### src/rtl/fpna_loader_pkg.sv
// fpna_loader_pkg: shared types, constants and the CRC-8 helper for the
// neuron-array bitstream loader.
package fpna_loader_pkg;

    // Loader FSM states; the top module maps these onto 3-bit constants.
    typedef enum logic [2:0] {
        LS_IDLE   = 3'd0,
        LS_FETCH  = 3'd1,
        LS_SHIFT  = 3'd2,
        LS_CHECK  = 3'd3,
        LS_FINISH = 3'd4,
        LS_DONE   = 3'd5,
        LS_ERR    = 3'd6
    } loader_state_e;

    localparam logic [7:0] CRC8_POLY         = 8'h07;
    localparam int         DEFAULT_CHAIN_LEN = 523;

    // CRC-8, MSB-first, no reflection, no final XOR: fold one whole byte.
    function automatic logic [7:0] crc8_byte(input logic [7:0] crc, input logic [7:0] data);
        logic [7:0] c;
        c = crc ^ data;
        for (int i = 0; i < 8; i++) begin
            if (c[7]) begin
                c = {c[6:0], 1'b0} ^ CRC8_POLY;
            end else begin
                c = {c[6:0], 1'b0};
            end
        end
        return c;
    endfunction

endpackage

### src/rtl/fpna_loader_crc8.sv
// fpna_loader_crc8: byte-wide CRC-8 accumulator with synchronous clear and
// update enable. Clear wins over enable.
module fpna_loader_crc8
    import fpna_loader_pkg::*;
(
    input  logic       clk,
    input  logic       reset,
    input  logic       clr,
    input  logic       en,
    input  logic [7:0] data,
    output logic [7:0] crc
);

    logic [7:0] crc_q;
    logic [7:0] crc_d;

    // Next CRC value: hold, clear for a new load, or fold in an accepted byte.
    always_comb begin
        crc_d = crc_q;
        if (clr) begin
            crc_d = 8'h00;
        end else if (en) begin
            crc_d = crc8_byte(crc_q, data);
        end
    end

    // CRC state register.
    always_ff @(posedge clk) begin
        if (reset) begin
            crc_q <= 8'h00;
        end else begin
            crc_q <= crc_d;
        end
    end

    assign crc = crc_q;

endmodule

### src/rtl/fpna_bitstream_loader.sv
// fpna_bitstream_loader: accepts payload bytes on a valid/ready port and
// shifts them LSB-first into the neuron array's configuration chain, then
// pulses the array's neuron reset once the whole chain is loaded.
// Defining FPNA_LOADER_CRC_EN adds a CRC-8 trailer byte that must match the
// payload before the load is declared done.
module fpna_bitstream_loader
    import fpna_loader_pkg::*;
#(
    parameter int CHAIN_LEN = DEFAULT_CHAIN_LEN,
    parameter int CNT_W     = $clog2(CHAIN_LEN + 1)
) (
    input  logic       clk,
    input  logic       reset,
    input  logic       start,
    input  logic [7:0] in_data,
    input  logic       in_valid,
    output logic       in_ready,
    output logic       config_en,
    output logic       bs_out,
    output logic       nn_reset,
    output logic       busy,
    output logic       done,
    output logic       error
);

    localparam logic [2:0] ST_IDLE   = LS_IDLE;
    localparam logic [2:0] ST_FETCH  = LS_FETCH;
    localparam logic [2:0] ST_SHIFT  = LS_SHIFT;
    localparam logic [2:0] ST_FINISH = LS_FINISH;
    localparam logic [2:0] ST_DONE   = LS_DONE;
`ifdef FPNA_LOADER_CRC_EN
    localparam logic [2:0] ST_CHECK  = LS_CHECK;
    localparam logic [2:0] ST_ERR    = LS_ERR;
`endif

    // Counter value during the cycle that shifts the final chain bit.
    localparam logic [CNT_W-1:0] CNT_LAST = CNT_W'(CHAIN_LEN - 1);

    logic [2:0]       state_q, state_d;
    logic [CNT_W-1:0] cnt_q,   cnt_d;
    logic [2:0]       bit_q,   bit_d;
    logic [7:0]       sreg_q,  sreg_d;
    logic             done_q,  done_d;
    logic             idle_like;

`ifdef FPNA_LOADER_CRC_EN
    logic             error_q, error_d;
    logic             trl_q,   trl_d;
    logic             crc_clr;
    logic             crc_en;
    logic [7:0]       crc_val;

    fpna_loader_crc8 u_crc8 (
        .clk   (clk),
        .reset (reset),
        .clr   (crc_clr),
        .en    (crc_en),
        .data  (in_data),
        .crc   (crc_val)
    );

    assign idle_like = (state_q == ST_IDLE) || (state_q == ST_DONE) || (state_q == ST_ERR);
`else
    assign idle_like = (state_q == ST_IDLE) || (state_q == ST_DONE);
`endif

    // FSM and datapath next-state: byte fetch, bit shifting, completion.
    always_comb begin
        state_d = state_q;
        cnt_d   = cnt_q;
        bit_d   = bit_q;
        sreg_d  = sreg_q;
        done_d  = done_q;
`ifdef FPNA_LOADER_CRC_EN
        error_d = error_q;
        trl_d   = trl_q;
        crc_clr = 1'b0;
        crc_en  = 1'b0;
`endif
        if (idle_like) begin
            // A new load wipes all results of the previous one.
            if (start) begin
                state_d = ST_FETCH;
                cnt_d   = '0;
                bit_d   = 3'd0;
                done_d  = 1'b0;
`ifdef FPNA_LOADER_CRC_EN
                error_d = 1'b0;
                trl_d   = 1'b0;
                crc_clr = 1'b1;
`endif
            end
        end else begin
            case (state_q)
                ST_FETCH: begin
                    if (in_valid) begin
                        sreg_d = in_data;
                        bit_d  = 3'd0;
`ifdef FPNA_LOADER_CRC_EN
                        if (trl_q) begin
                            state_d = ST_CHECK;
                        end else begin
                            state_d = ST_SHIFT;
                            crc_en  = 1'b1;
                        end
`else
                        state_d = ST_SHIFT;
`endif
                    end
                end
                ST_SHIFT: begin
                    sreg_d = {1'b0, sreg_q[7:1]};
                    cnt_d  = cnt_q + CNT_W'(1);
                    bit_d  = bit_q + 3'd1;
                    if (cnt_q == CNT_LAST) begin
`ifdef FPNA_LOADER_CRC_EN
                        state_d = ST_FETCH;
                        trl_d   = 1'b1;
`else
                        state_d = ST_FINISH;
`endif
                    end else if (bit_q == 3'd7) begin
                        state_d = ST_FETCH;
                    end
                end
`ifdef FPNA_LOADER_CRC_EN
                ST_CHECK: begin
                    // The trailer byte sits in the shift register.
                    if (sreg_q == crc_val) begin
                        state_d = ST_FINISH;
                    end else begin
                        state_d = ST_ERR;
                        error_d = 1'b1;
                    end
                end
`endif
                ST_FINISH: begin
                    done_d  = 1'b1;
                    state_d = ST_DONE;
                end
                default: begin
                    state_d = ST_IDLE;
                end
            endcase
        end
    end

    // Loader state registers; reset abandons any load in progress.
    always_ff @(posedge clk) begin
        if (reset) begin
            state_q <= ST_IDLE;
            cnt_q   <= '0;
            bit_q   <= 3'd0;
            sreg_q  <= 8'h00;
            done_q  <= 1'b0;
        end else begin
            state_q <= state_d;
            cnt_q   <= cnt_d;
            bit_q   <= bit_d;
            sreg_q  <= sreg_d;
            done_q  <= done_d;
        end
    end

`ifdef FPNA_LOADER_CRC_EN
    // Trailer-phase flag and sticky CRC error.
    always_ff @(posedge clk) begin
        if (reset) begin
            error_q <= 1'b0;
            trl_q   <= 1'b0;
        end else begin
            error_q <= error_d;
            trl_q   <= trl_d;
        end
    end

    assign error = error_q;
`else
    assign error = 1'b0;
`endif

    assign in_ready  = (state_q == ST_FETCH);
    assign config_en = (state_q == ST_SHIFT);
    assign bs_out    = config_en & sreg_q[0];
    assign nn_reset  = (state_q == ST_FINISH);
    assign busy      = ~idle_like;
    assign done      = done_q;

endmodule

### config.mk
export PLATFORM = sky130hd
export DESIGN_NAME = fpna_bitstream_loader
export DESIGN_NICKNAME = d
export VERILOG_FILES = /design/src/rtl/fpna_loader_pkg.sv /design/src/rtl/fpna_loader_crc8.sv /design/src/rtl/fpna_bitstream_loader.sv
export SDC_FILE = /design/constraint.sdc
export NUM_CORES = 1
export LEC_CHECK = 0
export ABC_CLOCK_PERIOD_IN_PS = 3400
export BUFFER_PORTS_ARGS = -buffer_cell sky130_fd_sc_hd__buf_4
export CAP_MARGIN = 30
export CORE_ASPECT_RATIO = 1.75
export CORE_MARGIN = 2
export CORE_UTILIZATION = 40
export CTS_CLUSTER_DIAMETER = 80
export CTS_CLUSTER_SIZE = 24
export DETAILED_ROUTE_END_ITERATION = 12
export SYNTH_ARGS = -nofsm -noshare
export SYNTH_HDL_FRONTEND = slang
export SYNTH_HIERARCHICAL = 1
export SYNTH_SLANG_ARGS = --single-unit
### constraint.sdc
create_clock -name clk -period 3.4 [get_ports clk]
set_clock_uncertainty 0.2 [all_clocks]
set_input_delay 0.51 -clock clk [delete_from_list [all_inputs] [get_ports clk]]
set_output_delay 0.51 -clock clk [all_outputs]
set_load 0.005 [all_outputs]
== Yosys cells after proc, flatten, opt, wreduce, memory -nomap -nowiden ==
Index checks and enable logic that the tools add are counted.
Widths: inputs -> output; s select.

* Multiplexer cells: 18
* Reductions and logical operators: 11
* Bitwise gates (word level): 2
* Equal/unequal tests: 10
* $add $sub $neg: 2

{| class="wikitable"
|+ Operator list
! cell !! count
|-
| $mux 10 || 3
|-
| $mux 3 || 8
|-
| $pmux 8 s2 || 1
|-
| $add 10x1->10 const B || 1
|-
| $eq 10x10->1 const B || 1
|-
| $eq 3x3->1 const B || 3
|-
| $pmux 3 s3 || 1
|-
| $reduce_and 3->1 || 3
|-
| $mux 8 || 1
|-
| $pmux 3 s2 || 1
|-
| $reduce_bool 2->1 || 3
|-
| $ne 2x2->1 const B || 2
|-
| $ne 4x1->1 const B || 1
|-
| $reduce_and 2->1 || 2
|-
| $add 3x1->3 const B || 1
|-
| $eq 3x1->1 const B || 1
|-
| $eq 3x2->1 const B || 1
|-
| $logic_not 3->1 || 1
|-
| $mux 1 || 3
|-
| $ne 3x2->1 const B || 1
|-
| $reduce_bool 3->1 || 1
|-
| $and 1x1->1 || 1
|-
| $logic_or 1x1->1 || 1
|-
| $not 1->1 || 1
|}

* Register bits after elaboration: 25
* Output and inout bits: 7
* Bits of input ports: 12
* Logic and storage cells: 48

== Logic depth before layout (Yosys ltp) ==
Gate-level depths: netlist of the first run.

* Depth after elaboration: 5
* Depth in mapped cells: 6
* Mapped depth without buffers: 6

== Least setup slack after synthesis of the first run ==
No wires, ideal clock.

* Path type: flip-flop to output port
* Start point: reg state_q[2]
* End point: out bs_out
* Stages on the path, launching flop included: 6
* Data required time: 2.690 ns
* Path buffers: 2
* Arrival: 1.280 ns
* Setup slack: 1.410 ns
* Cell sequence: dfxtp_1 > buf_4 > or3b_1 > buf_4 > inv_2 > and2_1

* Longest elaborated chain between the ends: 2

{| class="wikitable"
|+ Ends and longest elaborated chain
! item !! line !! RTL
|-
| start: declaration || fpna_bitstream_loader.sv:39 || <nowiki>logic [2:0] state_q, state_d;</nowiki>
|-
| start signal: assignment || fpna_bitstream_loader.sv:157 || <nowiki>state_q <= state_d;</nowiki>
|-
| $eq 3x2->1 || fpna_bitstream_loader.sv:183 || <nowiki>assign config_en = (state_q == ST_SHIFT);</nowiki>
|-
| net config_en || fpna_bitstream_loader.sv:18 || <nowiki>output logic config_en,</nowiki>
|-
| $and 1x1->1 || fpna_bitstream_loader.sv:184 || <nowiki>assign bs_out = config_en & sreg_q[0];</nowiki>
|-
| end: declaration || fpna_bitstream_loader.sv:19 || <nowiki>output logic bs_out,</nowiki>
|}

The timed path passes the listed nets, and every way through them passes these cells.

== Worst setup path in the final report of the first run ==
* Start point: reg state_q[2]
* End point: out bs_out

* Longest elaborated chain between the ends: 2

{| class="wikitable"
|+ Ends and longest elaborated chain
! item !! line
|-
| $eq 3x2->1 || fpna_bitstream_loader.sv:183
|-
| $and 1x1->1 || fpna_bitstream_loader.sv:184
|}

Every way passes these cells.

==> results of run 1 <==
[critical path, cell delays in order, from the launching register on]
cell and delay [ns]:
dfxtp_1 0.60, or3b_1 0.53, inv_2 0.15, and2_1 0.19
buf_4 0.13
[Yosys cell counts (all sizes together), types with 2 or more instances]
| library cell | count |
|---|---|
| o211ai | 2 |
| inv | 7 |
| ha | 4 |
| a31oi | 2 |
| dfxtp | 25 |
| nand3 | 3 |
| nand2 | 9 |
| and2 | 3 |
| a21oi | 10 |
| a211oi | 8 |
| mux2i | 9 |
| a22oi | 2 |
| or2b | 2 |
| a32oi | 2 |
| o2111ai | 2 |
| nor2 | 16 |
| o21ai | 6 |
| or3 | 6 |
| xnor2 | 2 |
| nand3b | 2 |
| buf | 6 |
[metrics by stage]
step           utilization  area (um^2)  hold WS [ns]  worst slack, ns
2_1_floorplan            -         1330         0.258             1.41
3_3_place_gp         0.463         1470         0.272             1.15
3_5_place_dp         0.463         1470         0.280             1.12
4_1_cts              0.478         1520         0.293            0.788
5_1_grt              0.478         1520         0.324            0.674
6_report             0.478         1520         0.288            0.821
[path summary, 6_finish.rpt]
check	start	to	slack (ns)	depth (start not counted)
worst max register to register	cnt_q[0]	state_q[0]	1.35	6
worst min register to register	cnt_q[0]	cnt_q[0]	0.29	2
worst max-delay path	state_q[2]	bs_out	0.82	4
worst min-delay path	cnt_q[0]	cnt_q[0]	0.29	2
[cells by family after synthesis]
| family | after synthesis | share of synthesized area |
|---|---|---|
| compound gates | 41 | 0.237 |
| other cells | 1 | 0.00281 |
| flops | 25 | 0.376 |
| fa+ha+maj | 4 | 0.0376 |
| mux | 10 | 0.0761 |
| buf+inv | 14 | 0.0516 |
| simple gates | 51 | 0.207 |
| xor+xnor | 2 | 0.0131 |
[report_power, final]
group          switching, mW  internal (mW)  total (mW)  leakage (nW)
combinational         0.0529         0.0465      0.0993         0.349
sequential            0.0119          0.307       0.319         0.203
clock                 0.0939         0.0820       0.176        0.0255
[area by class of cell]
type,instances,share of cell area
multi-input combinational,109,0.503
clock buffer,3,0.0272
inverter,7,0.0173
tap,43,0.0354
clock inverter,1,0.00330
timing repair buffer,17,0.0841
sequential,25,0.330
[per-layer routing]
layer / routed length, um / track usage / vias up
met4: 44 / 0.0568 / 0
met1: 1100 / 0.177 / 526
met3: 77 / 0.0202 / 5
li1: - / - / 565
met5: 0 / 0 / -
met2: 1420 / 0.274 / 15
[sequential cells by signal, summed over array words and instances, names as in the netlist]
signal   count
bit_q        3
cnt_q       10
done         1
sreg_q       8
state_q      3
==> results.cfg, run 1 <==
[worst_setup_path]
end_kind = output pin
crit_type = reg -> out
crit_path_start_kind = register
arrival_ns = 1.87
required_ns = 2.69
cp_max_fo = 12

[route]
drcViolationCount = 0
via_count = 1111
ant_nets = 0
wl_per_cell_um = 12.9
dr.pass1.iters = 4
drt-total-wl_um = 2640
vias_per_cell = 5.42
drtIter0Drc = 22

[placed_design]
place_congestion = 0.730
port_buffers = 17
place_hpwl_um = 2030
dp.cells = 201

[yosys]
synth_top_area_share = 0.376
yosysWarnings = 6
synth_nets = 164
ys_seq_elements = 25
synth_edf_count = 0
ys_types = 49
yosys-top-cells-area = dfxtp_1 (38%), mux2i_1 (6.8%), nor2_1 (4.5%)
yosys.area.top_type = dfxtp_1
synth_ff_type = dfxtp_1
avgSynthCellArea_um2 = 9.00
ys_async_sr_fraction = 0
syn_area_um2 = 1330
ys_seq_area_frac = 0.376
synth_cells = 148

[floorplan]
die_x_um = 47.6
die-area_um2 = 3830
io_pins = 19
coreArea_um2 = 3180
rows = 27
dieHeight_um = 80.4
start_util = 0.420

[status]
outcome = complete, no violations

[timing]
worstMarginPinSlew_ns = 0.525
finalHoldViolCount = 0
period_share = 0.759
slew_violations = 0
rsz0062_at_grt = no
fmax_mhz = 388
max_slew_margin = 0.650
final.min_clock_period_ns = 2.58
setup_tns_ns = 0
setup_viol_count_final = 0

[clock_tree]
clock-sinks = 25
cts_buffer_depth = 2
holdBufCountCts = 0
insertion_delay_ns = 0.27
cts_resized = 0
cts_made_buffers = 3
h-tree-depth = 1
cts-root-buf = clkbuf_8
cts.clk_slew.worst_paths_ns = 0.08
post_cts_buffers = 0
cts_tree = yes

[finish]
drive_above_1_share = 0.191
multi_input_area_um2 = 763
finalNonFillerCells = 205
synthToLayoutAreaGrowth_pct = 13.9
final_common_cell = dfxtp_1
final_cell_mix = dfxtp_1 (25), buf_4 (17), nor2_1 (16)
nFillCells = 347
diodes = 0
seq_area_um2 = 500
layout.nets = 179

[global_route]
grt.overflow.total = 0
first_global_vias = 999
grt.total_usage = 0.155
grt_pass1_wl_um = 4350
antenna_found_initial = 0
grt_start_max_net_pins = 20

[pwr]
p_per_area_nw_per_um2 = 391
vdd_drop_max_v = 0.000258
power_leakage_nw = 0.577
finalPower_mw = 0.594

[hold_path]
hold_class = reg -> reg

[job]
cap_violations = 0
Note: power is estimated with default switching activity, not from simulation.
==> run 2, diff against run 1 <==
--- a/config.mk
+++ b/config.mk
@@ -5,7 +5,7 @@
 export SDC_FILE = /design/constraint.sdc
 export NUM_CORES = 1
 export LEC_CHECK = 0
-export ABC_CLOCK_PERIOD_IN_PS = 3400
+export ABC_CLOCK_PERIOD_IN_PS = 2300
 export BUFFER_PORTS_ARGS = -buffer_cell sky130_fd_sc_hd__buf_4
 export CAP_MARGIN = 30
 export CORE_ASPECT_RATIO = 1.75
==> constraint.sdc (replaced) <==
create_clock -name clk -period 2.3 [get_ports clk]
set_clock_uncertainty 0.2 [all_clocks]
set_input_delay 0.345 -clock clk [delete_from_list [all_inputs] [get_ports clk]]
set_output_delay 0.345 -clock clk [all_outputs]
set_load 0.005 [all_outputs]
==> run 2 against run 1 <==
Sequential power is 48% higher; non-clock buffer count up 1; global-route usage up 0.68 points; register-to-register slack worse by 1.0 ns; largest cell class unchanged.
==> results.cfg, run 2 (synthesized netlist as in run 1, its figures left out) <==
[clock_tree]
post_cts_buffers = 0
h-tree-depth = 1
clock-sinks = 25
cts_buffer_depth = 2
cts_tree = yes
cts_made_buffers = 3
cts.clk_slew.worst_paths_ns = 0.08
cts_resized = 0
insertion_delay_ns = 0.27
holdBufCountCts = 0
cts-root-buf = clkbuf_8

[finish]
synthToLayoutAreaGrowth_pct = 14.6
multi_input_area_um2 = 766
diodes = 0
final_common_cell = dfxtp_1
max_flop_register = cnt_q
layout.nets = 180
drive_above_1_share = 0.196
seq_area_um2 = 500
largest_register_ff_count = 10
top_regs = cnt_q x10, sreg_q x8
nFillCells = 339
final_cell_mix = dfxtp_1 (25), buf_4 (18), nor2_1 (16)
finalNonFillerCells = 206

[placed_design]
pre_cts_slack_ns = 0.334
dp.cells = 202
port_buffers = 17
place_congestion = 0.775
place_hpwl_um = 2100

[timing]
setup_tns_ns = 0
fmax_mhz = 460
setup_viol_count_final = 0
period_share = 0.946
finalHoldViolCount = 0
final.min_clock_period_ns = 2.17
rsz0062_at_grt = no
final.setup.worst_slack_ns = 0.125
slew_violations = 0

[worst_setup_path]
crit_path_start_kind = register
cp_max_fo = 12
arrival_ns = 1.63
crit_path_start = state_q[2]
r2r_slack_ns = 0.34
required_ns = 1.75
crit_type = reg -> out
r2r_start = state_q[2]
end_kind = output pin

[pwr]
p_per_area_nw_per_um2 = 577
vdd_drop_max_v = 0.000325
power_leakage_nw = 0.581
finalPower_mw = 0.881

[status]
outcome = complete, no violations

[route]
wl_per_cell_um = 13.1
drtIter0Drc = 19
drcViolationCount = 0
vias_per_cell = 5.45
ant_nets = 0
via_count = 1122
dr.pass1.iters = 4
drt-total-wl_um = 2690

[global_route]
grt.overflow.total = 0
grt_pass1_wl_um = 4570
grt.total_usage = 0.162
first_global_vias = 1063
antenna_found_initial = 0
grt_start_max_net_pins = 20

[floorplan]
dieHeight_um = 80.4
die-area_um2 = 3830
die_x_um = 47.6
coreArea_um2 = 3180
io_pins = 19
start_util = 0.420
rows = 27

[hold_path]
hold_class = in -> reg
hp-start = reset

[job]
cap_violations = 0
## run 2: cell count changes in the layout (fill, tap and decap cells not counted), sizes merged
cell,change
clkinv,-1
buf,+1
clkbuf,+1
## run 2: cell type report
class                   count  share of cell area
repair buffers             18              0.0885
inverters                   7              0.0172
clock buffers               4              0.0295
flip-flops and latches     25               0.328
well taps                  43              0.0352
multi-input cells         109               0.502
## run 2: path summary, 6_finish.rpt
| path | end | cells past startpoint |
|---|---|---|
| worst max-delay path | nn_reset | 3 |
| worst min-delay path | state_q[1] | 2 |
| worst max register to register | cnt_q[8] | 4 |
| worst min register to register | cnt_q[0] | 2 |
## run 2: worst max-delay path: stages (launching register included)
cell,delay (ns)
dfxtp_1,0.59
inv_1,0.26
nor3_1,0.33
buf_4,0.17
## run 2: report_power, final
group / internal, mW / total, mW / switching [mW]
combinational: 0.0709 / 0.149 / 0.0779
clock: 0.124 / 0.260 / 0.136
sequential: 0.454 / 0.472 / 0.0179
## run 2: metal layers
layer,track usage,wire [um],up-vias
met3,0.0202,83,2
met2,0.280,1460,27
li1,-,-,570
met5,0,0,-
met4,0.0486,27,0
met1,0.198,1120,523
## run 2: per-stage QoR
step,instance area [um^2],utilization,hold slack [ns]
2_1_floorplan,1330,-,0.258
3_3_place_gp,1480,0.466,0.271
3_5_place_dp,1480,0.466,0.273
4_1_cts,1520,0.480,0.183
5_1_grt,1530,0.481,0.203
6_report,1530,0.481,0.184
==> run 3, diff against run 2 <==
--- a/config.mk
+++ b/config.mk
@@ -10,7 +10,7 @@
 export CAP_MARGIN = 30
 export CORE_ASPECT_RATIO = 1.75
 export CORE_MARGIN = 2
-export CORE_UTILIZATION = 40
+export CORE_UTILIZATION = 33
 export CTS_CLUSTER_DIAMETER = 80
 export CTS_CLUSTER_SIZE = 24
 export DETAILED_ROUTE_END_ITERATION = 12
==> run 3 against run 2 <==
Largest power group unchanged; global-route usage shrank 1.6 points; clock-buffer cell count is 1 lower; largest cell class unchanged; via count up 1.4%.
==> results.cfg, run 3 (synthesized netlist as in run 1, its figures left out) <==
[finish]
final_common_cell = dfxtp_1
final_cell_mix = dfxtp_1 (24), buf_4 (18), nor2_1 (16)
final_cell_area_um2 = 1540
drive_above_1_share = 0.202
diodes = 0
nFillCells = 399
max_flop_register = cnt_q
synthToLayoutAreaGrowth_pct = 15.2
layout.nets = 180
largest_register_ff_count = 10
top_regs = cnt_q x10, sreg_q x8

[worst_setup_path]
max_stage_delay_ns = 0.47
worstReg2RegEnd = state_q[0]
crit_path_top_delay_cell = dfxtp_1
r2r_slack_ns = 0.36
r2r_start = cnt_q[0]
crit_type = reg -> out
worstPathCellList = or3b_1 > inv_2 > and2_1 > buf_4
cp_max_fo = 9
arrival_ns = 1.58
crit_path_start_kind = register
end_kind = output pin
required_ns = 1.75
reg2regPathDepth = 6

[clock_tree]
cts-root-buf = clkbuf_8
insertion_delay_ns = 0.27
cts.clk_slew.worst_paths_ns = 0.08
clock-sinks = 25
cts_made_buffers = 3
h-tree-depth = 1
cts_buffer_depth = 2
post_cts_buffers = 0
cts_resized = 0
holdBufCountCts = 0
cts_tree = yes

[hold_path]
hold-path-endpoint = state_q[1]
whs_path_depth = 2
hold_class = in -> reg
hp-start = reset

[global_route]
grt.overflow.total = 0
antenna_found_initial = 0
grt.total_usage = 0.145
grt_pass1_wl_um = 5130
first_global_vias = 1186
grt_start_max_net_pins = 20

[status]
outcome = complete, no violations

[route]
drt-total-wl_um = 2820
dr.pass1.iters = 4
wl_per_cell_um = 13.4
via_count = 1138
drtIter0Drc = 12
vias_per_cell = 5.39
ant_nets = 0
drcViolationCount = 0

[floorplan]
start_util = 0.345
dieHeight_um = 88.1
coreArea_um2 = 3870
die-area_um2 = 4580
rows = 30
die_x_um = 52.0
io_pins = 19

[placed_design]
place_congestion = 0.705
place_hpwl_um = 2110
placed_cell_area_um2 = 1490
port_buffers = 17

[timing]
rsz0062_at_grt = no
setup_tns_ns = 0
period_share = 0.926
final.min_clock_period_ns = 2.13
fmax_mhz = 470
setup_viol_count_final = 0
slew_violations = 0
finalHoldViolCount = 0

[job]
cap_violations = 0

[pwr]
p_per_area_nw_per_um2 = 578
power_leakage_nw = 0.578
vdd_drop_max_v = 0.000339
run 3: changes by cell type in the layout (fill, tap and decap cells not counted), sizes merged:
cell,delta
clkbuf,-1
clkinvlp,+1
run 3: worst max path at each step:
stage	from	to	slack, ns	cells after the start
after detailed placement	cnt_q[0]	state_q[0]	0.35	6
after floorplan	state_q[2]	bs_out	0.48	5
after global placement	cnt_q[0]	state_q[0]	0.41	6
final	state_q[1]	bs_out	0.17	4
after global routing	state_q[0]	bs_out	0.1	4
after CTS	state_q[2]	nn_reset	0.09	3
run 3: cell type report:
type                            count  area [um^2]  area share
Multi-Input combinational cell    109          763       0.497
Inverter                            7         26.3      0.0171
Clock inverter                      1         7.51     0.00489
Sequential cell                    25          502       0.327
Clock buffer                        3         41.3      0.0269
Timing Repair Buffer               18          135      0.0880
Tap cell                           48         60.1      0.0391
run 3: worst max-delay path, delay by kind of cell (launching register included):
family | cells | cell delay (ns)
flops | 1 | 0.47
simple gates | 2 | 0.58
buf+inv | 2 | 0.26
run 3: through the flow:
step	power [mW]	instances	utilization	hold slack, ns	worst slack (ns)
after floorplan	0.588	148	-	0.258	0.475
after global placement	0.627	207	0.384	0.268	0.407
after detailed placement	0.632	207	0.384	0.284	0.347
after CTS	0.903	211	0.397	0.181	0.0884
after global routing	0.945	211	0.397	0.196	0.0978
final	0.888	211	0.397	0.181	0.171
run 3: report_power, final:
part | switching (mW) | internal, mW | leakage [nW]
Sequential | 0.0186 | 0.454 | 0.203
Clock | 0.143 | 0.123 | 0.0217
Combinational | 0.0792 | 0.0699 | 0.353
Total | 0.241 | 0.647 | 0.578
run 3: metal layers:
layer	global-route usage	vias up	routed length, um
met3	0.0222	5	115
met2	0.267	26	1550
met4	0.0646	0	54
li1	-	569	-
met1	0.158	538	1110
met5	0	-	0
